$ cat src/rtl/axi_ddr_pkg.sv
// Shared constants and types for the AXI-to-DDR burst path.
package axi_ddr_pkg;

    localparam int unsigned DEF_ADDRSIZE  = 34;
    localparam int unsigned DEF_IDWIDTH   = 3;
    localparam int unsigned DEF_DATAWIDTH = 128;

    localparam logic [1:0] BURST_FIXED = 2'b00;
    localparam logic [1:0] BURST_INCR  = 2'b01;
    localparam logic [1:0] BURST_WRAP  = 2'b10;

    typedef enum logic {
        IDLE  = 1'b0,
        BURST = 1'b1
    } state_e;

endpackage

$ cat src/rtl/axi_burst_splitter_if.sv
// Command-in / beat-out handshake bundle for the burst splitter.
interface axi_burst_splitter_if #(
    parameter int unsigned ADDRSIZE = 34,
    parameter int unsigned IDWIDTH  = 3
);
    logic                cmd_valid;
    logic                cmd_ready;
    logic [IDWIDTH-1:0]  cmd_id;
    logic [ADDRSIZE-1:0] cmd_addr;
    logic [7:0]          cmd_len;
    logic [2:0]          cmd_size;
    logic [1:0]          cmd_burst;

    logic                beat_valid;
    logic                beat_ready;
    logic [IDWIDTH-1:0]  beat_id;
    logic [ADDRSIZE-1:0] beat_addr;
    logic [7:0]          beat_idx;
    logic                beat_last;
    logic                beat_err;

    // Splitter side: consumes commands, produces beats.
    modport slave (
        input  cmd_valid, cmd_id, cmd_addr, cmd_len, cmd_size, cmd_burst, beat_ready,
        output cmd_ready, beat_valid, beat_id, beat_addr, beat_idx, beat_last, beat_err
    );

    // Environment side: produces commands, consumes beats.
    modport master (
        output cmd_valid, cmd_id, cmd_addr, cmd_len, cmd_size, cmd_burst, beat_ready,
        input  cmd_ready, beat_valid, beat_id, beat_addr, beat_idx, beat_last, beat_err
    );
endinterface

$ cat src/rtl/axi_next_addr.sv
// Combinational next-beat address for FIXED / INCR / WRAP bursts.
module axi_next_addr
    import axi_ddr_pkg::*;
#(
    parameter int unsigned ADDRSIZE = DEF_ADDRSIZE
) (
    input  logic [ADDRSIZE-1:0] addr_i,
    input  logic [2:0]          size_i,
    input  logic [7:0]          len_i,
    input  logic [1:0]          burst_i,
    output logic [ADDRSIZE-1:0] next_addr_o
);
    logic [ADDRSIZE-1:0] step;
    logic [ADDRSIZE-1:0] wrap_bytes;
    logic [ADDRSIZE-1:0] wrap_base;
    logic [ADDRSIZE-1:0] inc_addr;

    // Address arithmetic is modulo 2^ADDRSIZE; INCR has no 4KB check.
    always_comb begin
        step        = ADDRSIZE'(1) << size_i;
        wrap_bytes  = (ADDRSIZE'(len_i) + ADDRSIZE'(1)) << size_i;
        wrap_base   = addr_i & ~(wrap_bytes - ADDRSIZE'(1));
        inc_addr    = addr_i + step;
        next_addr_o = addr_i;
        case (burst_i)
            BURST_INCR: next_addr_o = (addr_i & ~(step - ADDRSIZE'(1))) + step;
            BURST_WRAP: next_addr_o = (inc_addr == wrap_base + wrap_bytes) ? wrap_base : inc_addr;
            default:    next_addr_o = addr_i;
        endcase
    end
endmodule

$ cat src/rtl/axi_burst_splitter.sv
// Splits one AXI burst command into per-beat DDR address requests.
module axi_burst_splitter
    import axi_ddr_pkg::*;
#(
    parameter int unsigned ADDRSIZE  = DEF_ADDRSIZE,
    parameter int unsigned IDWIDTH   = DEF_IDWIDTH,
    parameter int unsigned DATAWIDTH = DEF_DATAWIDTH
) (
    input logic                 aclk,
    input logic                 rst,
    axi_burst_splitter_if.slave bus
);
    localparam int unsigned NB = DATAWIDTH / 8;

    state_e              state_q, state_d;
    logic                valid_q, valid_d;
    logic [IDWIDTH-1:0]  id_q, id_d;
    logic [ADDRSIZE-1:0] addr_q, addr_d;
    logic [7:0]          idx_q, idx_d;
    logic [7:0]          len_q, len_d;
    logic [2:0]          size_q, size_d;
    logic [1:0]          burst_q, burst_d;
    logic                last_q, last_d;
    logic                err_q, err_d;

    logic                cmd_ready_c;
    logic                accept_c;
    logic                advance_c;
    logic                illegal_c;
    logic [ADDRSIZE-1:0] size_mask_c;
    logic [ADDRSIZE-1:0] next_addr_c;

    axi_next_addr #(.ADDRSIZE(ADDRSIZE)) u_next_addr (
        .addr_i      (addr_q),
        .size_i      (size_q),
        .len_i       (len_q),
        .burst_i     (burst_q),
        .next_addr_o (next_addr_c)
    );

    // Command legality check against the data-path width and AXI wrap rules.
    always_comb begin
        size_mask_c = (ADDRSIZE'(1) << bus.cmd_size) - ADDRSIZE'(1);
        illegal_c   = 1'b0;
        if ((32'(1) << bus.cmd_size) > 32'(NB))
            illegal_c = 1'b1;
        if (bus.cmd_burst == 2'b11)
            illegal_c = 1'b1;
        if (bus.cmd_burst == BURST_WRAP) begin
            if (!(bus.cmd_len inside {8'd1, 8'd3, 8'd7, 8'd15}))
                illegal_c = 1'b1;
            if ((bus.cmd_addr & size_mask_c) != '0)
                illegal_c = 1'b1;
        end
    end

    // Handshakes; the last-beat term lets a new command land with no bubble.
    always_comb begin
        advance_c   = valid_q && bus.beat_ready;
        cmd_ready_c = (state_q == IDLE) || (advance_c && last_q);
        accept_c    = bus.cmd_valid && cmd_ready_c;
    end

    // Next-state and next-beat computation.
    always_comb begin
        state_d = state_q;
        valid_d = valid_q;
        id_d    = id_q;
        addr_d  = addr_q;
        idx_d   = idx_q;
        len_d   = len_q;
        size_d  = size_q;
        burst_d = burst_q;
        last_d  = last_q;
        err_d   = err_q;

        if (accept_c) begin
            state_d = BURST;
            valid_d = 1'b1;
            id_d    = bus.cmd_id;
            addr_d  = bus.cmd_addr;
            idx_d   = 8'd0;
            len_d   = bus.cmd_len;
            size_d  = bus.cmd_size;
            burst_d = bus.cmd_burst;
            last_d  = (bus.cmd_len == 8'd0);
            err_d   = illegal_c;
        end else if (state_q == BURST && advance_c) begin
            if (last_q) begin
                state_d = IDLE;
                valid_d = 1'b0;
                last_d  = 1'b0;
            end else begin
                idx_d  = idx_q + 8'd1;
                addr_d = err_q ? addr_q : next_addr_c;
                last_d = ((idx_q + 8'd1) == len_q);
            end
        end
    end

    // State and beat registers; reset abandons any burst in flight.
    always_ff @(posedge aclk) begin
        if (rst) begin
            state_q <= IDLE;
            valid_q <= 1'b0;
            id_q    <= '0;
            addr_q  <= '0;
            idx_q   <= '0;
            len_q   <= '0;
            size_q  <= '0;
            burst_q <= '0;
            last_q  <= 1'b0;
            err_q   <= 1'b0;
        end else begin
            state_q <= state_d;
            valid_q <= valid_d;
            id_q    <= id_d;
            addr_q  <= addr_d;
            idx_q   <= idx_d;
            len_q   <= len_d;
            size_q  <= size_d;
            burst_q <= burst_d;
            last_q  <= last_d;
            err_q   <= err_d;
        end
    end

    assign bus.cmd_ready  = cmd_ready_c;
    assign bus.beat_valid = valid_q;
    assign bus.beat_id    = id_q;
    assign bus.beat_addr  = addr_q;
    assign bus.beat_idx   = idx_q;
    assign bus.beat_last  = last_q;
    assign bus.beat_err   = err_q;
endmodule
$ cat src/flat_wrapper.sv
// flat-port wrapper written by rule: the top's interface ports become plain ports
module axi_burst_splitter_flat import axi_ddr_pkg::*;
#(
    parameter int unsigned ADDRSIZE  = DEF_ADDRSIZE,
    parameter int unsigned IDWIDTH   = DEF_IDWIDTH,
    parameter int unsigned DATAWIDTH = DEF_DATAWIDTH
)
  (aclk, rst, bus_cmd_valid, bus_cmd_id, bus_cmd_addr, bus_cmd_len, bus_cmd_size, bus_cmd_burst, bus_beat_ready, bus_cmd_ready, bus_beat_valid, bus_beat_id, bus_beat_addr, bus_beat_idx, bus_beat_last, bus_beat_err);
  axi_burst_splitter_if #(.ADDRSIZE(ADDRSIZE), .IDWIDTH(IDWIDTH)) bus_i ();
  input logic aclk;
  input logic rst;
  input wire logic [$bits(bus_i.cmd_valid)-1:0] bus_cmd_valid;
  input wire logic [$bits(bus_i.cmd_id)-1:0] bus_cmd_id;
  input wire logic [$bits(bus_i.cmd_addr)-1:0] bus_cmd_addr;
  input wire logic [$bits(bus_i.cmd_len)-1:0] bus_cmd_len;
  input wire logic [$bits(bus_i.cmd_size)-1:0] bus_cmd_size;
  input wire logic [$bits(bus_i.cmd_burst)-1:0] bus_cmd_burst;
  input wire logic [$bits(bus_i.beat_ready)-1:0] bus_beat_ready;
  output wire logic [$bits(bus_i.cmd_ready)-1:0] bus_cmd_ready;
  output wire logic [$bits(bus_i.beat_valid)-1:0] bus_beat_valid;
  output wire logic [$bits(bus_i.beat_id)-1:0] bus_beat_id;
  output wire logic [$bits(bus_i.beat_addr)-1:0] bus_beat_addr;
  output wire logic [$bits(bus_i.beat_idx)-1:0] bus_beat_idx;
  output wire logic [$bits(bus_i.beat_last)-1:0] bus_beat_last;
  output wire logic [$bits(bus_i.beat_err)-1:0] bus_beat_err;
  assign bus_i.cmd_valid = bus_cmd_valid;
  assign bus_i.cmd_id = bus_cmd_id;
  assign bus_i.cmd_addr = bus_cmd_addr;
  assign bus_i.cmd_len = bus_cmd_len;
  assign bus_i.cmd_size = bus_cmd_size;
  assign bus_i.cmd_burst = bus_cmd_burst;
  assign bus_i.beat_ready = bus_beat_ready;
  assign bus_cmd_ready = bus_i.cmd_ready;
  assign bus_beat_valid = bus_i.beat_valid;
  assign bus_beat_id = bus_i.beat_id;
  assign bus_beat_addr = bus_i.beat_addr;
  assign bus_beat_idx = bus_i.beat_idx;
  assign bus_beat_last = bus_i.beat_last;
  assign bus_beat_err = bus_i.beat_err;
  axi_burst_splitter #(.ADDRSIZE(ADDRSIZE), .IDWIDTH(IDWIDTH), .DATAWIDTH(DATAWIDTH)) u_core (.aclk(aclk), .rst(rst), .bus(bus_i));
endmodule
$ cat config.mk
export PLATFORM = sky130hd
export DESIGN_NAME = axi_burst_splitter_flat
export DESIGN_NICKNAME = d
export VERILOG_FILES = /design/src/rtl/axi_ddr_pkg.sv /design/src/rtl/axi_burst_splitter_if.sv /design/src/rtl/axi_next_addr.sv /design/src/rtl/axi_burst_splitter.sv /design/src/flat_wrapper.sv
export SDC_FILE = /design/constraint.sdc
export NUM_CORES = 1
export LEC_CHECK = 0
export ABC_CLOCK_PERIOD_IN_PS = 13100
export CAP_MARGIN = 10
export CELL_PAD_IN_SITES_DETAIL_PLACEMENT = 1
export CELL_PAD_IN_SITES_GLOBAL_PLACEMENT = 1
export CORE_MARGIN = 3
export CORE_UTILIZATION = 45
export DETAILED_ROUTE_END_ITERATION = 7
export PLACE_DENSITY_LB_ADDON = 0.1
export SYNTH_ARGS = -nofsm -noshare
export SYNTH_HDL_FRONTEND = slang
export SYNTH_SLANG_ARGS = --single-unit
$ cat constraint.sdc
create_clock -name aclk -period 13.1 [get_ports aclk]
set_clock_uncertainty 0.15 [all_clocks]
set_input_delay 2.62 -clock aclk [delete_from_list [all_inputs] [get_ports aclk]]
set_output_delay 2.62 -clock aclk [all_outputs]
set_load 0.005 [all_outputs]
==> out/qor.yml, run 1 <==
outcome: "finished clean"
clkSinkCount: 61
critical_path.top_delay_family: "simple AND/OR/NAND/NOR gates"
cp.arrival_ns: 8.32
worst_hold_path_type: "reg -> reg"
synth.cell_area_um2: 9000
timing.setup.tns_ns: 0
cts-htree-levels: 3
routed_via_density: 6.89
initial_core_util_pct: 46.1
worstSetupPathType: "reg -> reg"
crit_slowest_cell: "sky130_fd_sc_hd__nor4_1"
asyncSetResetFlopFracSynth_pct: 0
p_per_area_nw_per_um2: 75.6
hold_viol_final: 0
residual_drc: 0
grt_start_max_net_pins: 52
cts.hold.buffers_added: 0
floorplan.rows: 51
finalMaxSlewViolations: 0
power.leakage_nw: 3.71
via_count: 11088
cts_resized: 0
fill_cells: 2607
period_needed_ns: 8.22
detail-route-antenna-nets: 0
cp-end-kind: "flip-flop"
routabilityCongestion: 1.03
critical-path-max-stage-delay_ns: 0.72
root_cell_of_the_clock_tree: "sky130_fd_sc_hd__clkbuf_16"
postSynthNetCount: 1397
timing.final.crit_share_pct: 62.8
max_slew.worst_pin.slew_ns: 1.23
critPathRequiredTime_ns: 13.20
dp.final_hpwl_um: 31400
grt_usage_pct: 36.5
postCtsSetupRepairBufs: 0
core_area_um2: 19500
post-place-cells: 1597
finalSetupViolations: 0
drv_cap: 0
drt-total-wl_um: 40700
yosysWarnings: 0
grt_pass1_wl_um: 62900
die_width_um: 147
slew_headroom_pct: 17.7
layout.cells.non_filler: 1610
postSynth.topFlopCell: "sky130_fd_sc_hd__dfxtp_1"
drtIter0Drc: 1284
vertical_die_dimension_um: 147
synth.area.top_cells: "sky130_fd_sc_hd__dfxtp_1 (14%), sky130_fd_sc_hd__nand2_1 (6.5%), sky130_fd_sc_hd__a21oi_1 (5.7%)"
yosys.area.top_type: "sky130_fd_sc_hd__dfxtp_1"
fmax_mhz: 122
cts_tree: "yes"
cp_max_fo: 40
power.total_mw: 0.779
synth_seq_area_share_pct: 13.6
postSynthRegisterBits: 61
commonest_non_fill_non_tap_cells_in_the_layout: "sky130_fd_sc_hd__nand2_1 (154), sky130_fd_sc_hd__nor2_1 (114), sky130_fd_sc_hd__a21oi_1 (102), sky130_fd_sc_hd__clkdlybuf4s50_1 (101), sky130_fd_sc_hd__dfxtp_1 (61)"
synthToLayoutAreaGrowth_pct: 14.5
most_common_cell_after_layout_fill_and_taps_aside: "sky130_fd_sc_hd__nand2_1"
detail_route.first_pass.iterations: 5
clk_lat_worst_skew_ns: 0.34
clk_transition_reported_paths_ns: 0.05
ios: 103
startpoint_type: "flip-flop"
post-route-worst-setup-slack_ns: 4.88
die_area_um2: 21700
ant_cells: 0
rsz0062_at_grt: "false"
area_taken_by_flip_flops_and_latches_um2: 1220
gate_count_post_synth: 1311
avg_cell_area_syn_um2: 6.86
drive_above_1_share_pct: 6.25
synth_enable_flop_cells: 0
max-vdd-ir-drop_mv: 0.0632
via_count_of_the_first_global_routing_pass: 10725
post-synth-top-area-fraction_pct: 13.6
grt_remaining_overflow: 0
buffer_ports.inserted: 102
area_of_combinational_cells_with_multiple_inputs_um2: 7180
cts_buffer_depth: 2
crit_buf_inv: 0
drt-wirelength-per-cell_um: 25.3
layout.nets: 1429
numCtsBuffers: 9
utilization_pct: 52.8
synth_cell_type_count: 100
antenna_found_initial: 0
place_worst_setup_slack_ns: 5.13
==> final timing paths <==
| path | cells past startpoint | endpoint | startpoint | slack, ns |
|---|---|---|---|---|
| worst max-delay path | 25 | u_core.bus.beat_addr[21]$_SDFFE_PP0P_ | u_core.len_q[0]$_SDFFE_PP0P_ | 4.88 |
| worst min-delay path | 2 | u_core.bus.beat_id[0]$_SDFFE_PP0P_ | u_core.bus.beat_id[0]$_SDFFE_PP0P_ | 0.30 |
| worst max register to register | 25 | u_core.bus.beat_addr[21]$_SDFFE_PP0P_ | u_core.len_q[0]$_SDFFE_PP0P_ | 4.88 |
| worst min register to register | 2 | u_core.bus.beat_id[0]$_SDFFE_PP0P_ | u_core.bus.beat_id[0]$_SDFFE_PP0P_ | 0.30 |
==> cell usage after synthesis, types with 12 or more instances <==
cell,instances
sky130_fd_sc_hd__nand2_1,155
sky130_fd_sc_hd__nor2_1,114
sky130_fd_sc_hd__a21oi_1,103
sky130_fd_sc_hd__clkbuf_1,73
sky130_fd_sc_hd__dfxtp_1,61
sky130_fd_sc_hd__xnor2_1,58
sky130_fd_sc_hd__nand3_1,55
sky130_fd_sc_hd__o21ai_0,54
sky130_fd_sc_hd__inv_1,39
sky130_fd_sc_hd__nor3_1,34
sky130_fd_sc_hd__nand4_1,32
sky130_fd_sc_hd__ha_1,31
sky130_fd_sc_hd__a211oi_1,30
sky130_fd_sc_hd__xor2_1,29
sky130_fd_sc_hd__a31oi_1,26
sky130_fd_sc_hd__and3_1,24
sky130_fd_sc_hd__nand2b_1,21
sky130_fd_sc_hd__nor4_1,21
sky130_fd_sc_hd__and2_1,19
sky130_fd_sc_hd__o22ai_1,18
sky130_fd_sc_hd__o31ai_1,18
sky130_fd_sc_hd__mux2i_1,17
sky130_fd_sc_hd__or3_1,17
sky130_fd_sc_hd__buf_2,15
sky130_fd_sc_hd__o211ai_1,13
sky130_fd_sc_hd__a21o_1,12
sky130_fd_sc_hd__nor2b_1,12
sky130_fd_sc_hd__o221ai_1,12
==> cells by family (layout without fill, tap and decap cells) <==
logic type / Yosys count / in the layout / share of synthesized area, %
adders and majority gates: 33 / 33 / 4.65
AOI/OAI and AO/OA: 406 / 406 / 31.6
and+or+nand+nor: 559 / 559 / 31.9
DFF: 61 / 61 / 13.6
buffers and inverters: 141 / 175 / 6.72
muxes: 21 / 21 / 2.39
xor gates and xnor gates: 90 / 90 / 9.22
==> where the power goes <==
| part | switching [mW] | internal, mW | total, mW |
|---|---|---|---|
| combinational | 0.193 | 0.129 | 0.323 |
| clock | 0.0886 | 0.129 | 0.217 |
| sequential | 0.0396 | 0.199 | 0.238 |
| total | 0.322 | 0.457 | 0.779 |
==> stage by stage <==
step | hold slack [ns] | area (um^2)
6_report | 0.303 | 10300
4_1_cts | 0.306 | 10300
3_5_place_dp | 0.301 | 10000
3_3_place_gp | 0.291 | 10000
2_1_floorplan | 0.286 | 9000
5_1_grt | 0.328 | 10300
==> flip-flops by register name, summed over array words and instances (netlist names) <==
name                   cells
u_core.burst_q             2
u_core.bus.beat_last       1
u_core.bus.beat_id         3
u_core.len_q               8
u_core.bus.beat_valid      1
u_core.bus.beat_err        1
u_core.bus.beat_addr      34
u_core.bus.beat_idx        8
u_core.size_q              3
==> metal layers <==
layer	vias up	global-route usage [%]	share of wire (%)
li1	4957	-	-
met1	5458	55.1	46
met2	618	52.3	41
met3	55	8.43	12
met4	0	8.71	1.9
met5	-	0	0
==> worst register-to-register path: cells and delay by family, from the launching register on <==
kind | cells | cell delay [ns]
fa+ha+maj | 2 | 1.04
xor+xnor | 2 | 0.43
flops | 1 | 0.64
simple gates | 12 | 3.63
compound gates | 9 | 2.24
==> area by class of cell <==
cell class | instances | area share [%]
repair buffers | 121 | 11.2
flip-flops and latches | 61 | 11.9
multi-input cells | 1109 | 69.7
clock inverters | 3 | 0.146
inverters | 41 | 1.49
well taps | 265 | 3.22
clock buffers | 10 | 2.32
Power figures use the tool's default switching activity.
==> inputs of run 2 (changes only) <==
Settings changed: ABC_CLOCK_PERIOD_IN_PS 13100 to 8200, CORE_UTILIZATION 45 to 42.
Clock period 13.1 ns to 8.2 ns, I/O delays scaled along.
==> run 2 against run 1 <==
Net effect: hold slack improved by 0.0018 ns; clock power increased by 84%; worst setup slack got worse by 4.4 ns; first-iteration DRC count decreased by 13%; critical path depth decreased by 1; largest cell class unchanged; sequential share of layout area decreased by 0.21 points; maximum frequency increased by 6.4%; largest power group unchanged; global-route usage decreased by 1.5 points; non-clock buffer count increased by 17; highest routed layer unchanged; final cell count increased by 1.6%; total power increased by 68%.
==> out/qor.yml, run 2 (synthesis results as in run 1) <==
layout.nets: 1447  # was 1429
power.leakage_nw: 3.82  # was 3.71 nW
hold_path_startpoint: "u_core.bus.beat_id[0]$_SDFFE_PP0P_"  # unchanged
residual_drc: 0  # unchanged
worstSetupPathType: "reg -> reg"  # unchanged
fill_cells: 2676  # was 2607
detail-route-antenna-nets: 0  # unchanged
reg2reg_setup_slack_ns: 0.47  # was 4.88 ns
layout.cell_area.non_filler_um2: 10500  # was 10300 um^2
regToRegEndpoint: "u_core.bus.beat_addr[6]$_SDFFE_PP0P_"  # was u_core.bus.beat_addr[21]$_SDFFE_PP0P_
numCtsBuffers: 9  # unchanged
clk_lat_worst_skew_ns: 0.34  # about the same
startpoint_type: "flip-flop"  # unchanged
root_cell_of_the_clock_tree: "sky130_fd_sc_hd__clkbuf_16"  # unchanged
floorplan.rows: 52  # was 51
drv_cap: 0  # unchanged
via_count_of_the_first_global_routing_pass: 10870  # was 10725
min_to: "u_core.bus.beat_id[0]$_SDFFE_PP0P_"  # unchanged
cts-htree-levels: 3  # unchanged
grt_pass1_wl_um: 65200  # was 62900 um
cts_tree: "yes"  # unchanged
detail_route.first_pass.iterations: 5  # unchanged
cts_resized: 0  # unchanged
p_per_area_nw_per_um2: 125  # was 75.6 nW/um^2
cp_max_fo: 15  # was 40
outcome: "finished clean"  # unchanged
postCtsSetupRepairBufs: 0  # unchanged
synthToLayoutAreaGrowth_pct: 16.7  # was 14.5%
antenna_found_initial: 1  # was 0
clkSinkCount: 61  # unchanged
via_count: 11158  # was 11088
grt_start_max_net_pins: 52  # unchanged
worst_hold_path_type: "reg -> reg"  # unchanged
finalMaxSlewViolations: 0  # unchanged
largest_reg_flops: 34  # unchanged
commonest_non_fill_non_tap_cells_in_the_layout: "sky130_fd_sc_hd__nand2_1 (154), sky130_fd_sc_hd__nor2_1 (114), sky130_fd_sc_hd__a21oi_1 (102), sky130_fd_sc_hd__clkdlybuf4s50_1 (101), sky130_fd_sc_hd__dfxtp_1 (60)"  # was sky130_fd_sc_hd__nand2_1 (154), sky130_fd_sc_hd__nor2_1 (114), sky130_fd_sc_hd__a21oi_1 (102), sky130_fd_sc_hd__clkdlybuf4s50_1 (101), sky130_fd_sc_hd__dfxtp_1 (61)
post-route-worst-setup-slack_ns: 0.470  # was 4.88 ns
timing.final.crit_share_pct: 94.3  # was 62.8%
area_of_combinational_cells_with_multiple_inputs_um2: 7200  # was 7180 um^2
ios: 103  # unchanged
die_width_um: 152  # was 147 um
max_slew.worst_pin.slew_ns: 1.21  # was 1.23 ns
period_needed_ns: 7.73  # was 8.22 ns
die_area_um2: 23200  # was 21700 um^2
routabilityCongestion: 0.975  # was 1.03
initial_core_util_pct: 43.6  # was 46.1%
finalSetupViolations: 0  # unchanged
slew_headroom_pct: 19.3  # was 17.7%
vertical_die_dimension_um: 152  # was 147 um
combinationalPowerShare_pct: 39.9  # was 41.5%
max-vdd-ir-drop_mv: 0.0965  # was 0.0632 mV
place_worst_setup_slack_ns: 0.567  # was 5.13 ns
cp.arrival_ns: 7.81  # was 8.32 ns
cts.hold.buffers_added: 0  # unchanged
drt-wirelength-per-cell_um: 25.9  # was 25.3 um
hold_viol_final: 0  # unchanged
grt_usage_pct: 35.0  # was 36.5%
internal_power_mw: 0.778  # was 0.457 mW
r2r.worst_path.cells: 24  # was 25
critPathRequiredTime_ns: 8.28  # was 13.20 ns
clock_network_fraction_of_total_power_pct: 30.6  # was 27.9%
drtIter0Drc: 1115  # was 1284
cts_buffer_depth: 2  # unchanged
swShare_pct: 40.5  # was 41.3%
area_taken_by_flip_flops_and_latches_um2: 1220  # about the same
rsz0062_at_grt: "false"  # unchanged
ant_cells: 0  # unchanged
hold_depth: 2  # unchanged
cp-end-kind: "flip-flop"  # unchanged
worstReg2RegStart: "u_core.len_q[5]$_SDFFE_PP0P_"  # was u_core.len_q[0]$_SDFFE_PP0P_
most_common_cell_after_layout_fill_and_taps_aside: "sky130_fd_sc_hd__nand2_1"  # unchanged
drt-total-wl_um: 42400  # was 40700 um
routed_via_density: 6.82  # was 6.89
dp.final_hpwl_um: 32800  # was 31400 um
drive_above_1_share_pct: 7.77  # was 6.25%
fmax_mhz: 129  # was 122 MHz
buffer_ports.inserted: 102  # unchanged
power.share.sequential_pct: 29.5  # was 30.6%
dpl-instance-area_um2: 10200  # was 10000 um^2
net-switching-power_mw: 0.530  # was 0.322 mW
clk_transition_reported_paths_ns: 0.06  # was 0.05 ns
timing.setup.tns_ns: 0  # unchanged
grt_remaining_overflow: 0  # unchanged
core_area_um2: 20600  # was 19500 um^2
## run 2: final cells by class
class,count,area share [%]
Sequential cell,61,11.6
Timing Repair Buffer,138,12.2
Tap cell,270,3.22
Clock buffer,11,2.41
Multi-Input combinational cell,1110,68.6
Clock inverter,4,0.453
Inverter,41,1.47
## run 2: power groups by stage
stage               logic (mW)  clock network [mW]  registers (mW)
finish                   0.523               0.400           0.386
global placement         0.499                   0           0.386
detailed placement       0.505                   0           0.387
floorplan                0.343                   0           0.341
global route             0.560               0.416           0.388
CTS                      0.509               0.403           0.381
## run 2: critical path: stages (launching register included)
cell	delay, ns
sky130_fd_sc_hd__dfxtp_1	0.65
sky130_fd_sc_hd__nand4_1	0.39
sky130_fd_sc_hd__a211oi_1	0.44
sky130_fd_sc_hd__nor4_1	0.19
sky130_fd_sc_hd__nor4_4	0.43
sky130_fd_sc_hd__inv_1	0.14
sky130_fd_sc_hd__a21o_1	0.24
sky130_fd_sc_hd__or3_4	0.45
sky130_fd_sc_hd__nor4b_1	0.33
sky130_fd_sc_hd__ha_1	0.33
sky130_fd_sc_hd__and2_1	0.18
sky130_fd_sc_hd__ha_1	0.40
sky130_fd_sc_hd__nand3_1	0.10
sky130_fd_sc_hd__a21oi_1	0.12
sky130_fd_sc_hd__nand2b_1	0.13
sky130_fd_sc_hd__nand2_1	0.06
sky130_fd_sc_hd__a21oi_1	0.31
sky130_fd_sc_hd__nand3_1	0.15
sky130_fd_sc_hd__a211o_1	0.31
sky130_fd_sc_hd__a2111o_1	0.46
sky130_fd_sc_hd__nor4_4	0.55
sky130_fd_sc_hd__and2_4	0.39
sky130_fd_sc_hd__mux2i_1	0.34
sky130_fd_sc_hd__a21oi_1	0.12
sky130_fd_sc_hd__o221a_2	0.26
## run 2: per-stage QoR
step	cells	hold slack, ns	power (mW)	utilization (%)
after floorplan	1311	0.286	0.684	-
after global placement	1619	0.291	0.885	49.4
after detailed placement	1619	0.302	0.892	49.4
after CTS	1634	0.307	1.29	50.8
after global routing	1635	0.342	1.36	50.9
final	1635	0.305	1.31	50.9
## run 2: worst max-delay path by stage
stage	start	to	slack, ns	cells past startpoint
6_report	u_core.len_q[5]$_SDFFE_PP0P_	u_core.bus.beat_addr[6]$_SDFFE_PP0P_	0.47	24
5_1_grt	u_core.len_q[3]$_SDFFE_PP0P_	u_core.bus.beat_addr[31]$_SDFFE_PP0P_	0.03	24
4_1_cts	u_core.len_q[1]$_SDFFE_PP0P_	u_core.bus.beat_addr[6]$_SDFFE_PP0P_	0.53	25
3_5_place_dp	u_core.len_q[1]$_SDFFE_PP0P_	u_core.bus.beat_addr[6]$_SDFFE_PP0P_	0.57	26
3_3_place_gp	u_core.len_q[1]$_SDFFE_PP0P_	u_core.bus.beat_addr[6]$_SDFFE_PP0P_	0.69	25
2_1_floorplan	u_core.size_q[0]$_SDFFE_PP0P_	u_core.bus.beat_addr[21]$_SDFFE_PP0P_	1.81	28
## run 2: layer usage
metal	wire, um	up-vias	global-route usage [%]
li1	-	5022	-
met1	19000	5460	51.2
met2	17800	605	52.3
met3	4730	71	8.26
met4	854	0	7.45
met5	0	-	0
==> inputs of run 3 (changes only) <==
Settings changed: ABC_CLOCK_PERIOD_IN_PS 8200 to unset, HOLD_SLACK_MARGIN set to 0.1.
==> results of run 3 <==
Final layout, timing and power as in run 2 (identical DEF).
